`src/rtl/period_generator.sv`:
```
// Programmable square-wave generator: emits `cycles` periods of `prd` ms at 50% duty, then pulses done_tick.
// Latency: accepted start at clock k -> so=1 from k+1; last LOW clock m -> done_tick at m+1, ready at m+2.
// Backpressure: none; start is honoured only while ready=1, and stop lets the current period finish.
module period_generator #(
   parameter int CLK_MS_COUNT = 100000
) (
   input  logic       clk,
   input  logic       reset,
   input  logic       start,
   input  logic       stop,
   input  logic [9:0] prd,
   input  logic [7:0] cycles,
   output logic       so,
   output logic       ready,
   output logic       done_tick
);

   localparam int HALF_MS = CLK_MS_COUNT / 2;
   // Keep the half-ms counter at least one bit wide even for the smallest legal CLK_MS_COUNT.
   localparam int TW = (HALF_MS > 1) ? $clog2(HALF_MS) : 1;
   localparam logic [TW-1:0] T_LAST = TW'(HALF_MS - 1);

   typedef enum logic [1:0] {
      IDLE = 2'd0,
      HIGH = 2'd1,
      LOW  = 2'd2,
      DONE = 2'd3
   } state_t;

   state_t          state_q;
   state_t          state_n;
   logic [TW-1:0]   t_q;
   logic [9:0]      h_q;
   logic [7:0]      c_q;
   logic [9:0]      prd_r;
   logic [7:0]      cyc_r;
   logic            stop_pend;

   logic            start_ok;
   logic            half_end;
   logic            phase_end;
   logic            last_period;

   // Zero prd/cycles are rejected here, so prd_r-1 and cyc_r-1 below can never underflow.
   assign start_ok    = (prd != 10'd0) && (cycles != 8'd0);
   assign half_end    = (t_q == T_LAST);
   assign phase_end   = half_end && (h_q == prd_r - 10'd1);
   assign last_period = (c_q == cyc_r - 8'd1) || stop_pend;

   // Next-state and status outputs; ready/done_tick decode straight from the state.
   always_comb begin
      state_n   = state_q;
      ready     = 1'b0;
      done_tick = 1'b0;
      case (state_q)
         IDLE: begin
            ready = 1'b1;
            if (start) state_n = start_ok ? HIGH : DONE;
         end
         HIGH: begin
            if (phase_end) state_n = LOW;
         end
         LOW: begin
            if (phase_end) state_n = last_period ? DONE : HIGH;
         end
         DONE: begin
            done_tick = 1'b1;
            state_n   = IDLE;
         end
         default: state_n = IDLE;
      endcase
   end

   // State, output register and the t/h/c timing counters.
   always_ff @(posedge clk) begin
      if (reset) begin
         state_q   <= IDLE;
         so        <= 1'b0;
         t_q       <= '0;
         h_q       <= '0;
         c_q       <= '0;
         prd_r     <= '0;
         cyc_r     <= '0;
         stop_pend <= 1'b0;
      end else begin
         state_q <= state_n;
         // so follows the state we are entering, so it changes on the same edge as the FSM.
         so      <= (state_n == HIGH);
         case (state_q)
            IDLE: begin
               if (start && start_ok) begin
                  prd_r     <= prd;
                  cyc_r     <= cycles;
                  t_q       <= '0;
                  h_q       <= '0;
                  c_q       <= '0;
                  stop_pend <= 1'b0;
               end
            end
            HIGH, LOW: begin
               if (stop) stop_pend <= 1'b1;
               if (half_end) begin
                  t_q <= '0;
                  h_q <= (h_q == prd_r - 10'd1) ? 10'd0 : h_q + 10'd1;
               end else begin
                  t_q <= t_q + TW'(1);
               end
               if (state_q == LOW && phase_end && !last_period) c_q <= c_q + 8'd1;
            end
            default: ;
         endcase
      end
   end

endmodule

```
`config.mk`:
```
export PLATFORM = sky130hd
export DESIGN_NAME = period_generator
export DESIGN_NICKNAME = d
export VERILOG_FILES = /design/src/rtl/period_generator.sv
export SDC_FILE = /design/constraint.sdc
export NUM_CORES = 1
export LEC_CHECK = 0
export CAP_MARGIN = 25
export CORE_UTILIZATION = 60
export DETAILED_ROUTE_END_ITERATION = 8
export PLACE_DENSITY = 0.93
export SYNTH_ARGS = -nofsm -noshare
export SYNTH_HDL_FRONTEND = slang
export SYNTH_SLANG_ARGS = --single-unit
```
`constraint.sdc`:
```
create_clock -name clk -period 4.2 [get_ports clk]
set_input_delay 0.84 -clock clk [delete_from_list [all_inputs] [get_ports clk]]
set_output_delay 0.84 -clock clk [all_outputs]
set_load 0.03 [all_outputs]
```
**Word level (Yosys, flattened, before mapping)**

Index checks and enable logic that the tools add are counted.
Widths: inputs -> output; s select.

- Flip-flop bits (word level): 56
- Bits of input ports: 22
- Output and inout bits: 3
- Logic and storage cells: 62

- Add/subtract/negate cells: 5
- Equality and inequality tests: 11
- Muxes and demuxes: 21
- Reductions and logical operators: 17

Operators by type and width:

| kind | number |
|---|---|
| $mux 16 | 2 |
| $pmux 16 s2 | 1 |
| $mux 10 | 3 |
| $pmux 10 s2 | 1 |
| $add 16x1->16 const B | 1 |
| $eq 16x16->1 const B | 1 |
| $mux 8 | 2 |
| $pmux 8 s2 | 1 |
| $add 10x1->10 const B | 1 |
| $eq 10x10->1 | 1 |
| $mux 2 | 5 |
| $reduce_bool 10->1 | 1 |
| $sub 10x1->10 const B | 1 |
| $reduce_and 3->1 | 3 |
| $add 8x1->8 const B | 1 |
| $eq 8x8->1 | 1 |
| $ne 2x2->1 const B | 4 |
| $pmux 2 s4 | 1 |
| $reduce_bool 8->1 | 1 |
| $sub 8x1->8 const B | 1 |
| $logic_and 1x1->1 | 5 |
| $eq 2x1->1 const B | 2 |
| $eq 2x2->1 const B | 2 |
| $mux 1 | 4 |
| 7 further kinds | 8 |

**Depth between registers and ports, before layout**

Gate-level depths: netlist of the first run.

- Depth after elaboration: 7
- Mapped depth: 12
- Mapped depth without buffers: 10

**Worst setup path before layout of the first run**

Ideal clock, no wire load.

- Kind: register to register
- Start: reg prd_r[2]
- End: reg c_q[7]
- Data arrival time: 2.562 ns
- Required time: 4.085 ns
- Slack: 1.523 ns
- Cell stages (with the launch flop): 9
- Buffers on the path: 0
- Clock period less this slack: 2.677 ns
- Cells stage by stage: dfxtp_1 -> or3_1 -> or3_4 -> a2111oi_4 -> nand3_2 -> a2111oi_4 -> a21oi_2 -> o31a_1 -> o21a_1

- Longest elaborated chain between the ends: 7

Ends and longest elaborated chain:

| item | line | source |
|---|---|---|
| from (decl) | 35 | `logic [9:0] prd_r;` |
| from (signal assigned) | 92 | `prd_r <= prd;` |
| $sub 10x1->10 | 47 | `assign phase_end = half_end && (h_q == prd_r - 10'd1);` |
| $eq 10x10->1 | 47 |  |
| $logic_and 1x1->1 | 47 |  |
| $logic_and 1x1->1 (2 in series) | 108 | `if (state_q == LOW && phase_end && !last_period) c_q <= c_q + 8'd1;` |
| $ne 2x2->1 (no source line) | -- |  |
| $reduce_and 3->1 (no source line) | -- |  |
| to (signal assigned) | 108 |  |
| to (decl) | 34 | `logic [7:0] c_q;` |

No other way between the ends.
A chain may end at the register's enable or synchronous reset.

**Final worst setup path of the first run**

- Start: reg cyc_r[0]
- End: reg c_q[4]

- Longest elaborated chain between the ends: 7

Ends and longest elaborated chain:

| item | line | source |
|---|---|---|
| from (decl) | 36 | `logic [7:0] cyc_r;` |
| from (signal assigned) | 93 | `cyc_r <= cycles;` |
| $sub 8x1->8 | 48 | `assign last_period = (c_q == cyc_r - 8'd1) \|\| stop_pend;` |
| $eq 8x8->1 | 48 |  |
| $logic_or 1x1->1 | 48 |  |
| $logic_not 1->1 | 108 |  |
| $logic_and 1x1->1 | 108 |  |
| $ne 2x2->1 (no source line) | -- |  |
| $reduce_and 3->1 (no source line) | -- |  |

No other way between the ends.

==> qor.txt, run 1 <==
FF/Latch Area: 1120 um2
Synth area leaders: dfxtp_1 35%, mux2i_1 7.0%, nor2_1 6.9%
Number of synthesized register bits: 56
Final setup fails: 0
Initial Utilization: 61.9%
Top delay family on crit path: compound AO/OA/AOI/OAI gates
WP depth: 10
Total length of routed wires: 6980 um
CTS tree: built
Vias: 2734
CP arrival: 3.27 ns
Wire length of the first global-routing pass: 11600 um
Setup TNS: 0 ns
Critical path type: reg2reg
IO Pins: 25
Fin. max-slew vios: 0
Reg clk slew, reported paths: 0.10 ns
DRT iter0 DRCs: 163
Cell Area, Synth: 3160 um2
Die ar.: 5570 um2
Relative slew slack: 33.1%
Compound-Gate Fraction of Synth Area: 11.2%
Pre-antenna DRT Iters: 5
Pwr dens: 369 nW/um2
Number of global-route vias before repair: 2673
Startpoint Class: flop
Number of synthesized flops with an enable pin: 0
Post-Route Skew: 0.00773 ns
Final Cycle Share: 72.0%
Clk root buf: clkbuf_8
Fillers: 399
# nets final: 417
Synth Area in XOR/XNOR: 12.2%
Yosys top cell area share: 35.4%
Total Power: 0.00132 W
Pre-CTS setup slack: 1.02 ns
Most common cell in the netlist: nor2_1
DRC errors left: 0
Bufs on Longest Clock Path: 2
# diodes: 0
Crit-path slowest cell: a2111oi_0
Main combinational cell family by area after synthesis: simple AND/OR/NAND/NOR gates
HPWL Detailed: 5140 um
Final Hold Vio Count: 0
CP Cell Sequence: inv_1, ha_1, nand2b_1, o211ai_1, o21ai_0, a2111oi_0, a2111oi_4, a21o_1, nand4_1, mux2i_1
Slew @ Worst Pin: 1.00 ns
CTS buffer count: 5
Flop2flop setup slack: 1.18 ns
Synth cell types: 53
Post-synth top flop: dfxtp_1
Yosys warnings: 0
Post-Synth Adder-Cell Area: 3.56%
Post-synth top cells: 58 x nor2_1, 56 x dfxtp_1, 24 x xor2_1
Port bufs: 24
Worst Hold Path EP: c_q[4]
Reg2Reg Depth: 10
Worst Path Max Fanout: 8
GPL Wtd Cong: 0.863
PostCTS Resize Cnt: 0
Crit path time final: 3.02 ns
Post-route ant nets: 0
Crit Reg-Reg Endpoint: c_q[4]
Core ar.: 5110 um2
Cell count after synthesis: 372
Synth Net Count: 403
Clk_lat worst skew: 0.31 ns
Status: finished clean
Largest net degree at the start of global routing: 30
Die W: 74.6 um
RSZ-0062 raised after global routing: no
Post-CTS Setup Bufs: 0
Sequential cell area fraction in the yosys report: 35.4%
DR vias/cell: 5.98
Global route overflow: 0
Share of cells above drive strength 1: 6.20%
Wirelength per Cell: 15.3 um
Antenna violations before repair: 0
Cell taking the most area after synthesis: dfxtp_1
Setup crit end kind: flop
Max Cap Viol: 0
Multiplexer share of the synthesized area: 6.96%
Hold depth: 2
Area delta synth->final: 12.8%
Area share of and/or/nand/nor cells after synthesis: 27.3%
FMAX: 331 MHz
Required time of the critical path: 4.45 ns
CP max stage delay: 0.74 ns
Area of the multi-input gates: 1930 um2
R2R Path Start: cyc_r[0]
Peak supply drop: 0.000245 V
Leak pwr: 1.39 nW
CTS H-tree depth: 2
GRT Resource Usage Total: 27.1%
Tightest Hold Check Type: reg2reg
Row count: 26
Sink Count: 56
WP buf/inv: 1
Synth Area per Inst: 8.50 um2
Hold path start: c_q[4]
Chip height: 74.6 um
Final setup margin: 1.18 ns
Post-synth ARST share: 0%
Hold_buf cts: 0
routing by layer:
| layer | part of all wire [%] | global-route usage (%) | vias up |
|---|---|---|---|
| met5 | 0 | 0 | - |
| li1 | - | - | 1332 |
| met2 | 50 | 48.9 | 87 |
| met1 | 42 | 30.1 | 1291 |
| met3 | 4.6 | 5.15 | 24 |
| met4 | 2.9 | 13.8 | 0 |
where the power goes:
part           leakage, nW  internal (W)  switching [W]
registers            0.455      0.000557      0.0000389
logic                0.862      0.000135       0.000169
clock network       0.0687      0.000240       0.000179
total                 1.39      0.000932       0.000387
sequential cells by signal (all words and copies together), names as in the netlist:
register,count
c_q,8
h_q,10
cyc_r,8
state_q,2
so,1
stop_pend,1
prd_r,10
t_q,16
cells by family (layout without fill, tap and decap cells):
logic type | after synthesis | in the layout
compound gates | 47 | 47
xor+xnor | 44 | 44
fa+ha+maj | 9 | 9
buf+inv | 29 | 44
flops | 56 | 56
mux | 22 | 22
simple gates | 165 | 165
layout make-up:
class                           count  share of cell area, %
Clock inverter                      3                   1.93
Sequential cell                    56                   31.4
Clock buffer                        5                   1.93
Inverter                           11                   1.16
Multi-Input combinational cell    287                   54.2
Tap cell                           70                   2.45
Timing Repair Buffer               25                   6.94
cell usage in the layout, fill, tap and decap left out, types with 4 or more instances in the layout:
cell type / n
nor2_1: 58
ha_1: 9
and4_1: 4
nor2b_1: 6
mux2i_1: 22
a21oi_1: 13
nand3_1: 15
nor4_1: 9
nand2_1: 22
dfxtp_1: 56
or3_1: 5
and3_1: 5
inv_1: 11
nand4_1: 14
or2_2: 5
xnor2_1: 20
clkdlybuf4s50_1: 24
clkbuf_8: 5
xor2_1: 24
o21ai_0: 6
per-stage QoR:
step / std cells / hold WS, ns / util [%] / instance area [um2]
global placement: 449 / 0.493 / 67.2 / 3430
finish: 457 / 0.519 / 69.9 / 3570
floorplan: 372 / 0.472 / - / 3160
CTS: 457 / 0.520 / 69.9 / 3570
global route: 457 / 0.557 / 69.9 / 3570
detailed placement: 449 / 0.507 / 67.2 / 3430
worst max path at each step:
stage                   from  endpoint  slack [ns]
CTS                 cyc_r[0]    c_q[4]        1.17
floorplan           prd_r[2]    c_q[7]        1.52
global route        cyc_r[0]    c_q[4]        0.96
finish              cyc_r[0]    c_q[4]        1.18
detailed placement    prd[5]    t_q[7]        1.02
global placement      prd[4]   t_q[15]        1.14
worst min-delay path, cell delays in order (launching register included):
cell,delay [ns]
dfxtp_1,0.35
nand2_1,0.07
mux2i_1,0.06
No activity file was read; power rests on OpenSTA's default activity.
==> run 2, diff against run 1 <==
Settings changed: CORE_UTILIZATION 60 to 58, PLACE_DENSITY 0.93 to 0.9.
Clock period 4.2 ns to 3 ns, I/O delays scaled along.
==> qor.txt, run 2 (synthesis gave the netlist of run 1 again) <==
Slew @ Worst Pin: 0.744 ns
DR vias/cell: 5.88
Total length of routed wires: 6840 um
CTS buffer count: 5
Chip height: 75.8 um
Clk root buf: clkbuf_8
Critical path type: reg2reg
IO Pins: 25
GPL Wtd Cong: 0.837
Setup TNS: 0 ns
CTS H-tree depth: 2
Max Cap Viol: 0
CP Cell Sequence: or4_1, o31a_1, o2bb2ai_1, o22ai_1, a2111oi_4, a21oi_2, or3_1, a21oi_1
Required time of the critical path: 3.24 ns
CP max stage delay: 0.62 ns
Core ar.: 5170 um2
Sink Count: 56
Relative slew slack: 50.3%
Status: finished clean
Port bufs: 24
Crit path time final: 2.86 ns
Antenna violations before repair: 0
Share of cells above drive strength 1: 7.40%
Post-route ant nets: 0
Bufs on Longest Clock Path: 2
Biggest regs: t_q (16), h_q (10), prd_r (10)
Largest net degree at the start of global routing: 25
Number of global-route vias before repair: 2428
Area delta synth->final: 12.8%
Crit-path slowest cell: or4_1
RSZ-0062 raised after global routing: no
CP arrival: 3.10 ns
Fillers: 407
Pre-antenna DRT Iters: 4
GRT Resource Usage Total: 24.6%
WP buf/inv: 0
Initial Utilization: 61.2%
Hold slack: 0.522 ns
DRT iter0 DRCs: 195
CTS tree: built
Final setup fails: 0
# diodes: 0
Area of the multi-input gates: 1940 um2
Die W: 75.8 um
Largest register by flop count: t_q
Leak pwr: 1.39 nW
FF/Latch Area: 1120 um2
Row count: 26
FMAX: 350 MHz
Fin. max-slew vios: 0
Vias: 2716
Max reg flops: 16
Peak supply drop: 0.000332 V
Top delay family on crit path: compound AO/OA/AOI/OAI gates
Final Cycle Share: 95.4%
Post-Route Skew: 0.00844 ns
Setup crit end kind: flop
Worst Path Max Fanout: 9
Wire length of the first global-routing pass: 10700 um
DRC errors left: 0
Global route overflow: 0
Commonest non-fill, non-tap cell in the layout: nor2_1
Post-CTS Setup Bufs: 0
Tightest Hold Check Type: reg2reg
Wirelength per Cell: 14.8 um
Pwr dens: 479 nW/um2
HPWL Detailed: 5000 um
Startpoint Class: flop
Reg clk slew, reported paths: 0.10 ns
Clk_lat worst skew: 0.31 ns
# nets final: 422
Die ar.: 5750 um2
Commonest cells after routing, fill and taps aside: 58 x nor2_1, 56 x dfxtp_1, 24 x xor2_1, 24 x clkdlybuf4s50_1
Final Hold Vio Count: 0
[run 2: stage by stage]
step / cells / utilization, % / setup WS (ns) / total power [W] / area [um2]
2_1_floorplan: 372 / - / 0.323 / 0.00116 / 3160
3_3_place_gp: 454 / 67.1 / 0.203 / 0.00126 / 3470
3_5_place_dp: 454 / 67.1 / 0.132 / 0.00128 / 3470
4_1_cts: 462 / 68.9 / 0.110 / 0.00171 / 3560
5_1_grt: 462 / 69.0 / 0.0220 / 0.00179 / 3570
6_report: 462 / 69.0 / 0.139 / 0.00171 / 3570
[run 2: cell type report]
type	instances	area share, %
flip-flops and latches	56	31.4
inverters	11	1.16
repair buffers	30	7.99
clock buffers	7	2.42
well taps	70	2.45
clock inverters	1	0.210
multi-input cells	287	54.3
[run 2: report_power, final]
| part | internal, W | total [W] | switching [W] |
|---|---|---|---|
| clock | 0.000188 | 0.000439 | 0.000251 |
| sequential | 0.000780 | 0.000832 | 0.0000518 |
| combinational | 0.000200 | 0.000438 | 0.000238 |
| total | 0.00117 | 0.00171 | 0.000541 |
[run 2: what timing repair did]
item / in CTS / in global routing
endpoints found under the setup margin: 0 / 1
gates resized for setup: 0 / 1
hold buffers: 0 / 0
[run 2: per-layer routing]
metal	GRT usage (%)	vias up	wire length, um
met5	0	-	0
met4	7.61	0	74
met3	4.63	8	379
met2	44.0	67	3340
met1	29.7	1300	3050
li1	-	1341	-
[run 2: worst paths after layout]
| kind | from | endpoint | slack (ns) | depth (start not counted) |
|---|---|---|---|---|
| worst max-delay path | prd_r[2] | c_q[6] | 0.14 | 8 |
| worst min-delay path | t_q[15] | t_q[15] | 0.52 | 2 |
| worst max register to register | prd_r[2] | c_q[6] | 0.14 | 8 |
| worst min register to register | t_q[15] | t_q[15] | 0.52 | 2 |
[run 2: worst register-to-register path, cell delays in order (launching register included)]
cell,delay (ns)
dfxtp_1,0.40
or4_1,0.63
o31a_1,0.32
o2bb2ai_1,0.18
o22ai_1,0.16
a2111oi_4,0.43
a21oi_2,0.16
or3_1,0.36
a21oi_1,0.17
==> run 3, diff against run 2 <==
Settings changed: ABC_AREA set to 1, CORE_UTILIZATION 58 to 59, PLACE_DENSITY 0.9 to 0.91.
==> qor.txt, run 3 <==
Status: finished clean
Total length of routed wires: 7550 um
Final Hold Vio Count: 0
IO Pins: 25
Required time of the critical path: 2.40 ns
Clk_lat worst skew: 0.32 ns
Core ar.: 5240 um2
Crit path time final: 2.59 ns
Sink Count: 56
Critical path type: reg2out
FMAX: 386 MHz
Yosys warnings: 0
WP buf/inv: 2
Number of synthesized register bits: 56
# nets final: 551
Wirelength per Cell: 12.8 um
Pre-CTS setup slack: 0.260 ns
Final setup margin: 0.410 ns
Synth area leaders: dfxtp_1 34%, nand2_1 12%, a21oi_1 7.0%
Final setup fails: 0
Post-synth top flop: dfxtp_1
Synth cell types: 35
DRC errors left: 0
Wire length of the first global-routing pass: 12700 um
R2R Path Start: state_q[1]
Pwr dens: 458 nW/um2
Relative slew slack: 71.5%
Synth Net Count: 528
CTS H-tree depth: 2
Row count: 26
Setup crit end kind: output pin
Commonest cells after routing, fill and taps aside: 105 x nand2_1, 58 x inv_1, 56 x dfxtp_1, 50 x nor2_1, 46 x a21oi_1
Max reg flops: 16
Initial Utilization: 62.9%
Clk root buf: clkbuf_8
Max Cap Viol: 0
Chip height: 76.7 um
Fillers: 421
Largest register by flop count: t_q
Hold_buf cts: 0
Reg clk slew, reported paths: 0.11 ns
Most common cell in the netlist: nand2_1
Peak supply drop: 0.000331 V
CTS tree: built
Post-CTS Setup Bufs: 0
Cell Area, Synth: 3290 um2
Number of global-route vias before repair: 2971
Slew @ Worst Pin: 0.427 ns
Cell count after synthesis: 497
Top delay family on crit path: buffers and inverters
Synth Area per Inst: 6.63 um2
Fin. max-slew vios: 0
Number of synthesized flops with an enable pin: 0
Reg2Reg Depth: 10
Post-Route Skew: 0.0112 ns
DRT iter0 DRCs: 171
GRT Resource Usage Total: 26.4%
Pre-antenna DRT Iters: 5
Share of cells above drive strength 1: 7.10%
CTS buffer count: 5
Startpoint Class: flop
Crit Reg-Reg Endpoint: t_q[3]
Flop2flop setup slack: 0.65 ns
Yosys top cell area share: 34.0%
CP Cell Sequence: inv_1, ha_1, clkdlybuf4s50_1
RSZ-0062 raised after global routing: no
Largest net degree at the start of global routing: 38
HPWL Detailed: 5600 um
Cell taking the most area after synthesis: dfxtp_1
Leak pwr: 1.46 nW
Setup TNS: 0 ns
GPL Wtd Cong: 0.910
Post-route ant nets: 0
Bufs on Longest Clock Path: 2
Worst Setup SP: state_q[1]
CP Capture Point: ready
Crit-path slowest cell: clkdlybuf4s50_1
PostCTS Resize Cnt: 0
Port bufs: 24
Die ar.: 5890 um2
Final Cycle Share: 86.3%
Vias: 3268
# diodes: 0
CP max stage delay: 0.75 ns
Post-synth ARST share: 0%
WP depth: 3
Area delta synth->final: 12.0%
CP arrival: 1.99 ns
Sequential cell area fraction in the yosys report: 34.0%
Die W: 76.7 um
Biggest regs: t_q (16), h_q (10), prd_r (10)
DR vias/cell: 5.53
Commonest non-fill, non-tap cell in the layout: nand2_1
Worst Path Max Fanout: 9
Tightest Hold Check Type: reg2reg
Antenna violations before repair: 0
Global route overflow: 0
Post-synth top cells: 105 x nand2_1, 58 x inv_1, 56 x dfxtp_1
[run 3: changes by cell type after synthesis, sizes merged, moves of 22 or more]
cell,change
o21ai,+29
inv,+53
nand2,+90
a21oi,+32
mux2i,-22
nand3,+24
[run 3: cell families after synthesis]
| logic type | synth area share, % |
|---|---|
| simple gates | 35.1 |
| compound gates | 13.8 |
| buf+inv | 8.85 |
| flops | 34.0 |
| xor+xnor | 4.79 |
| fa+ha+maj | 3.42 |
[run 3: layout make-up]
type / instances / area (um2) / area share (%)
clock buffer: 5 / 68.8 / 1.86
clock inverter: 3 / 25.0 / 0.678
inverter: 65 / 244 / 6.61
multi-input combinational: 365 / 1880 / 51.0
sequential: 56 / 1120 / 30.4
tap: 70 / 87.6 / 2.37
timing repair buffer: 27 / 263 / 7.12
[run 3: routing by layer]
metal | vias up | share of wire (%) | global-route usage [%] | wire, um
met1 | 1504 | 47 | 34.9 | 3580
met4 | 0 | 1.2 | 8.27 | 91
met5 | - | 0 | 0 | 0
met2 | 85 | 46 | 43.2 | 3490
li1 | 1669 | - | - | -
met3 | 10 | 5.1 | 5.12 | 385
[run 3: stage by stage]
| stage | util (%) | area (um2) | total power, W | std cells | hold WS, ns |
|---|---|---|---|---|---|
| 2_1_floorplan | - | 3290 | 0.00114 | 497 | 0.436 |
| 3_3_place_gp | 68.7 | 3600 | 0.00124 | 583 | 0.444 |
| 3_5_place_dp | 68.7 | 3600 | 0.00126 | 583 | 0.448 |
| 4_1_cts | 70.5 | 3690 | 0.00169 | 591 | 0.465 |
| 5_1_grt | 70.5 | 3690 | 0.00179 | 591 | 0.489 |
| 6_report | 70.5 | 3690 | 0.00169 | 591 | 0.461 |
[run 3: worst min path at each step]
stage | startpoint | to | slack, ns | cells after the start
floorplan | cyc_r[7] | cyc_r[7] | 0.44 | 2
global placement | cyc_r[7] | cyc_r[7] | 0.44 | 2
detailed placement | cyc_r[7] | cyc_r[7] | 0.45 | 2
CTS | cyc_r[7] | cyc_r[7] | 0.46 | 2
global route | cyc_r[7] | cyc_r[7] | 0.49 | 2
finish | cyc_r[7] | cyc_r[7] | 0.46 | 2
[run 3: tightest hold or removal path: stages (launching register included)]
cell	delay, ns
dfxtp_1	0.33
inv_1	0.05
a21oi_1	0.05
[run 3: power breakdown]
| group | internal [W] | switching (W) |
|---|---|---|
| clock | 0.000171 | 0.000272 |
| combinational | 0.000157 | 0.000276 |
| sequential | 0.000782 | 0.0000335 |
| total | 0.00111 | 0.000582 |
